[config.mk]
export PLATFORM = sky130hd
export DESIGN_NAME = dot_acc_stage
export DESIGN_NICKNAME = d
export VERILOG_FILES = /design/src/rtl/dot_acc_stage.sv
export SDC_FILE = /design/constraint.sdc
export NUM_CORES = 1
export LEC_CHECK = 0
export ABC_AREA = 1
export CAP_MARGIN = 20
export CELL_PAD_IN_SITES_DETAIL_PLACEMENT = 0
export CELL_PAD_IN_SITES_GLOBAL_PLACEMENT = 1
export CORE_ASPECT_RATIO = 0.7
export CORE_MARGIN = 2
export CORE_UTILIZATION = 40
export CTS_CLUSTER_SIZE = 10
export DETAILED_ROUTE_END_ITERATION = 8
export GPL_TIMING_DRIVEN = 0
export PLACE_DENSITY_LB_ADDON = 0.1
export REMOVE_ABC_BUFFERS = 1
export SLEW_MARGIN = 20
export SYNTH_ARGS = -nofsm -noshare
export SYNTH_HDL_FRONTEND = slang
export SYNTH_SLANG_ARGS = --single-unit
[constraint.sdc]
create_clock -name clk -period 5.65 [get_ports clk]
set_clock_uncertainty 0.1 [all_clocks]
set_input_delay 0.565 -clock clk [delete_from_list [all_inputs] [get_ports clk]]
set_output_delay 0.565 -clock clk [all_outputs]
set_load 0.03 [all_outputs]
[src/rtl/dot_acc_stage.sv]
// Vector dot-product accumulate stage: sums len unsigned products into an ACC_W-bit result.
// Optional macro DOT_ACC_SAT_EN: clamp the accumulator to all-ones on overflow instead of wrapping.
module dot_acc_stage #(
    parameter int PROD_W = 16,
    parameter int ACC_W  = 24,
    parameter int LEN_W  = 8
) (
    input  logic              clk,
    input  logic              rst_n,
    input  logic              start,
    input  logic [LEN_W-1:0]  len,
    input  logic              prod_valid,
    output logic              prod_ready,
    input  logic [PROD_W-1:0] prod,
    output logic              res_valid,
    input  logic              res_ready,
    output logic [ACC_W-1:0]  res,
    output logic              ovf,
    output logic              busy
);

    typedef enum logic [1:0] {
        S_IDLE = 2'd0,
        S_ACC  = 2'd1,
        S_DONE = 2'd2
    } state_e;

    state_e             state_q, state_d;
    logic [LEN_W-1:0]   len_q, len_d;
    logic [LEN_W-1:0]   cnt_q, cnt_d;
    logic [ACC_W-1:0]   acc_q, acc_d;
    logic [ACC_W-1:0]   res_q, res_d;
    logic               ovf_q, ovf_d;
    logic               prod_ready_q, prod_ready_d;
    logic               res_valid_q, res_valid_d;
    logic               busy_q, busy_d;

    logic [ACC_W:0]     sum_s;
    logic               carry_s;
    logic [ACC_W-1:0]   acc_next_s;
    logic               last_s;
    logic               xfer_s;

    // Adder, overflow handling and end-of-vector detection
    always_comb begin
        sum_s   = {1'b0, acc_q} + (ACC_W + 1)'(prod);
        carry_s = sum_s[ACC_W];
`ifdef DOT_ACC_SAT_EN
        // Once clamped, the accumulator stays pinned for the rest of the vector.
        if (carry_s || ovf_q) begin
            acc_next_s = {ACC_W{1'b1}};
        end else begin
            acc_next_s = sum_s[ACC_W-1:0];
        end
`else
        acc_next_s = sum_s[ACC_W-1:0];
`endif
        // Compare one bit wider so a max-length vector cannot alias through a wrap.
        last_s = (({1'b0, cnt_q} + {{LEN_W{1'b0}}, 1'b1}) == {1'b0, len_q});
        xfer_s = prod_valid & prod_ready_q;
    end

    // Next-state, datapath and registered-output computation
    always_comb begin
        state_d = state_q;
        len_d   = len_q;
        cnt_d   = cnt_q;
        acc_d   = acc_q;
        res_d   = res_q;
        ovf_d   = ovf_q;
        case (state_q)
            S_IDLE: begin
                if (start) begin
                    len_d = len;
                    cnt_d = {LEN_W{1'b0}};
                    acc_d = {ACC_W{1'b0}};
                    ovf_d = 1'b0;
                    if (len == {LEN_W{1'b0}}) begin
                        res_d   = {ACC_W{1'b0}};
                        state_d = S_DONE;
                    end else begin
                        state_d = S_ACC;
                    end
                end else begin
                    state_d = S_IDLE;
                end
            end
            S_ACC: begin
                if (xfer_s) begin
                    acc_d = acc_next_s;
                    cnt_d = cnt_q + {{(LEN_W-1){1'b0}}, 1'b1};
                    ovf_d = ovf_q | carry_s;
                    if (last_s) begin
                        res_d   = acc_next_s;
                        state_d = S_DONE;
                    end else begin
                        state_d = S_ACC;
                    end
                end else begin
                    state_d = S_ACC;
                end
            end
            S_DONE: begin
                if (res_ready) begin
                    state_d = S_IDLE;
                end else begin
                    state_d = S_DONE;
                end
            end
            default: begin
                state_d = S_IDLE;
            end
        endcase
        prod_ready_d = (state_d == S_ACC);
        res_valid_d  = (state_d == S_DONE);
        busy_d       = (state_d != S_IDLE);
    end

    // State and output registers
    always_ff @(posedge clk or negedge rst_n) begin
        if (!rst_n) begin
            state_q      <= S_IDLE;
            len_q        <= {LEN_W{1'b0}};
            cnt_q        <= {LEN_W{1'b0}};
            acc_q        <= {ACC_W{1'b0}};
            res_q        <= {ACC_W{1'b0}};
            ovf_q        <= 1'b0;
            prod_ready_q <= 1'b0;
            res_valid_q  <= 1'b0;
            busy_q       <= 1'b0;
        end else begin
            state_q      <= state_d;
            len_q        <= len_d;
            cnt_q        <= cnt_d;
            acc_q        <= acc_d;
            res_q        <= res_d;
            ovf_q        <= ovf_d;
            prod_ready_q <= prod_ready_d;
            res_valid_q  <= res_valid_d;
            busy_q       <= busy_d;
        end
    end

    assign prod_ready = prod_ready_q;
    assign res_valid  = res_valid_q;
    assign res        = res_q;
    assign ovf        = ovf_q;
    assign busy       = busy_q;

endmodule

==> flow_summary.json <==
{
  "status": "finished clean",
  "avgSynthCellArea_sq_um": 6.42,
  "slowest_delay_ns": 0.64,
  "yosys.cell_count.top_type": "nand2_1",
  "synth_top_area_share_pct": 37.4,
  "crit_top_cell": "nor2_4",
  "die_area_sq_um": 12600,
  "dp_hpwl_microns": 9480,
  "ys_warn_count": 0,
  "tns_ns": 0,
  "clkPwrFrac_pct": 17.0,
  "ir_drop_uv": 460,
  "max-slew-margin-rel_pct": 49.7,
  "drt_iter0_markers": 251,
  "rows": 33,
  "switching_power_mw": 1.75,
  "worstRegToRegCells": 8,
  "coreArea_sq_um": 11600,
  "die_w_microns": 133,
  "rsz0062_at_grt": "false",
  "route.vias.total": 4564,
  "min_path_type": "in -> async",
  "antenna_found_initial": 0,
  "swShare_pct": 50.4,
  "io_buffer_count": 56,
  "min_period_ns": 3.11,
  "p_per_area_nw_per_um2": 609,
  "seq_area_frac_synth_pct": 37.4,
  "syn2layout_area_growth_pct": 21.5,
  "clock_sinks": 70,
  "gp_congestion": 0.866,
  "vias_per_cell": 4.82,
  "combPwrFrac_pct": 57.4,
  "final_antenna_net_count": 0,
  "synth_top_area_cell": "dfrtp_1",
  "grt_first_pass_wirelength_microns": 21800,
  "timing.fmax_mhz": 321,
  "worstSkewPairLatency_ns": 0.34,
  "clock_path_buffers": 2,
  "tightest_slew_ns": 0.753,
  "io_pins": 57,
  "drc": 0,
  "end_kind": "flip-flop",
  "synth.area.top_cells": "dfrtp_1 37%, nand2_1 26%, inv_1 7.8%",
  "cts_max_level": 3,
  "cts-resized-gates": 0,
  "cts_hold_buf": 0,
  "diodes": 0,
  "wl_per_cell_microns": 13.6,
  "cts_tree": "yes",
  "grt_overflow": 0,
  "clk_pin_slew_ns": 0.06,
  "startpoint_type": "flip-flop",
  "start_util_pct": 40.6,
  "first_pass_iters": 5,
  "synthTopCellsByCount": "320 x nand2_1, 97 x inv_1, 70 x dfrtp_1, 65 x nor2_1, 61 x nand3_1",
  "synth_area_sq_um": 4690,
  "synth_edf_count": 0,
  "drive_above_1_share_pct": 4.56,
  "slew_violations": 0,
  "p_leak_nw": 3.11,
  "drv_cap": 0,
  "r2r-start": "state_q[1]",
  "hold_viol_final": 0,
  "clockRootBuffer": "clkbuf_16",
  "die_h_microns": 94.6,
  "crit_slowest_cell": "nor2_4",
  "grt_max_degree": 42,
  "path_cells": "nor2_4 > inv_2 > nor2_4 > nor2_4 > nor2_4 > nand2_4 > nand2_1 > nand2_1",
  "power.total_mw": 3.47,
  "p_seq_share_pct": 25.6,
  "wirelength_microns": 12900,
  "synth.distinct_cells": 27,
  "syn_inst": 731,
  "synth-main-ff-cell": "dfrtp_1",
  "internal-power_mw": 1.72,
  "critPathArrivalTime_ns": 3.23,
  "worst_r2r_endpoint": "res[18]",
  "critical_path_class": "reg -> reg",
  "finalCritPeriodShare_pct": 55.1,
  "cts_setup_buffers": 0,
  "synth_seq_cells": 70,
  "fin_nets": 832,
  "cp_max_fo": 25,
  "r2r_setup_slack_ns": 2.54,
  "gr-usage-all-layers_pct": 22.0,
  "cts_buffers": 9,
  "setup_viol": 0,
  "worstPathRequired_ns": 5.77,
  "grt_pass1_vias": 4408,
  "async_flop_share_pct": 100
}
metrics by stage:
step / hold WS (ns) / utilization [%] / cells / cell area, sq um / worst slack, ns
floorplan: 0.169 / - / 717 / 4610 / 3.37
global placement: 0.353 / 46.4 / 930 / 5370 / 1.38
detailed placement: 0.358 / 46.6 / 931 / 5390 / 2.33
CTS: 0.0638 / 49.3 / 947 / 5700 / 2.50
global route: 0.0831 / 49.3 / 947 / 5700 / 2.24
finish: 0.0591 / 49.3 / 947 / 5700 / 2.54
registers in the layout (all words and copies together), names as in the netlist:
| register | count |
|---|---|
| acc_q | 24 |
| res | 24 |
| cnt_q | 8 |
| len_q | 8 |
| state_q | 2 |
| busy | 1 |
| ovf | 1 |
| prod_ready | 1 |
| res_valid | 1 |
worst max-delay path: cells and delay by family, from the launching register on:
family | cells | cell delay [ns]
buffers and inverters | 1 | 0.21
DFF | 1 | 0.45
and+or+nand+nor | 7 | 2.23
power by group through the flow:
stage / logic [mW] / registers [mW] / clock network [mW]
6_report: 1.99 / 0.887 / 0.591
3_5_place_dp: 1.99 / 0.892 / 0
2_1_floorplan: 1.25 / 1.00 / 0
4_1_cts: 2.00 / 0.887 / 0.609
3_3_place_gp: 1.96 / 0.883 / 0
5_1_grt: 2.28 / 0.918 / 0.626
cell usage in the layout (no fill, tap or decap), drive strengths merged, types with 3 or more instances in the layout:
master         Yosys  final
nand3             61     61
nand4             12     12
inv              101    103
a21oi             16     16
o21ai             24     24
clkdlybuf4s50      0     55
clkbuf             8     10
ha                17     17
nand2            324    324
dfrtp             70     70
nor3               4      4
nand3b             5      5
o22ai              3      3
nor2              73     73
final cells by class:
type                       instances  area, sq um
clock inverter                     6         67.6
inverter                         101          379
tap                              157          196
timing repair buffer              57          578
sequential                        70         1750
fill                            1199         5860
multi-input combinational        546         2490
clock buffer                      10          239
worst max path at each step:
| stage | from | to | slack (ns) | depth (start not counted) |
|---|---|---|---|---|
| 3_5_place_dp | start | acc_q[16] | 2.33 | 7 |
| 2_1_floorplan | start | acc_q[16] | 3.37 | 6 |
| 5_1_grt | state_q[1] | res[8] | 2.24 | 8 |
| 4_1_cts | state_q[1] | res[8] | 2.50 | 8 |
| 6_report | state_q[1] | res[18] | 2.54 | 8 |
| 3_3_place_gp | rst_n | len_q[6] | 1.38 | 1 |
cell families after synthesis:
| logic type | count (synthesis) | share of synthesized area [%] |
|---|---|---|
| buf+inv | 115 | 9.74 |
| simple gates | 482 | 42.8 |
| compound gates | 46 | 5.15 |
| flops | 70 | 37.4 |
| fa+ha+maj | 18 | 4.96 |
layer usage:
metal	track usage (%)	routed length [microns]	vias up
met3	4.40	513	12
met5	0	0	-
met2	31.7	4940	90
met4	4.70	113	0
met1	33.9	7320	2093
li1	-	-	2369
Note: power is estimated with default switching activity, not from simulation.
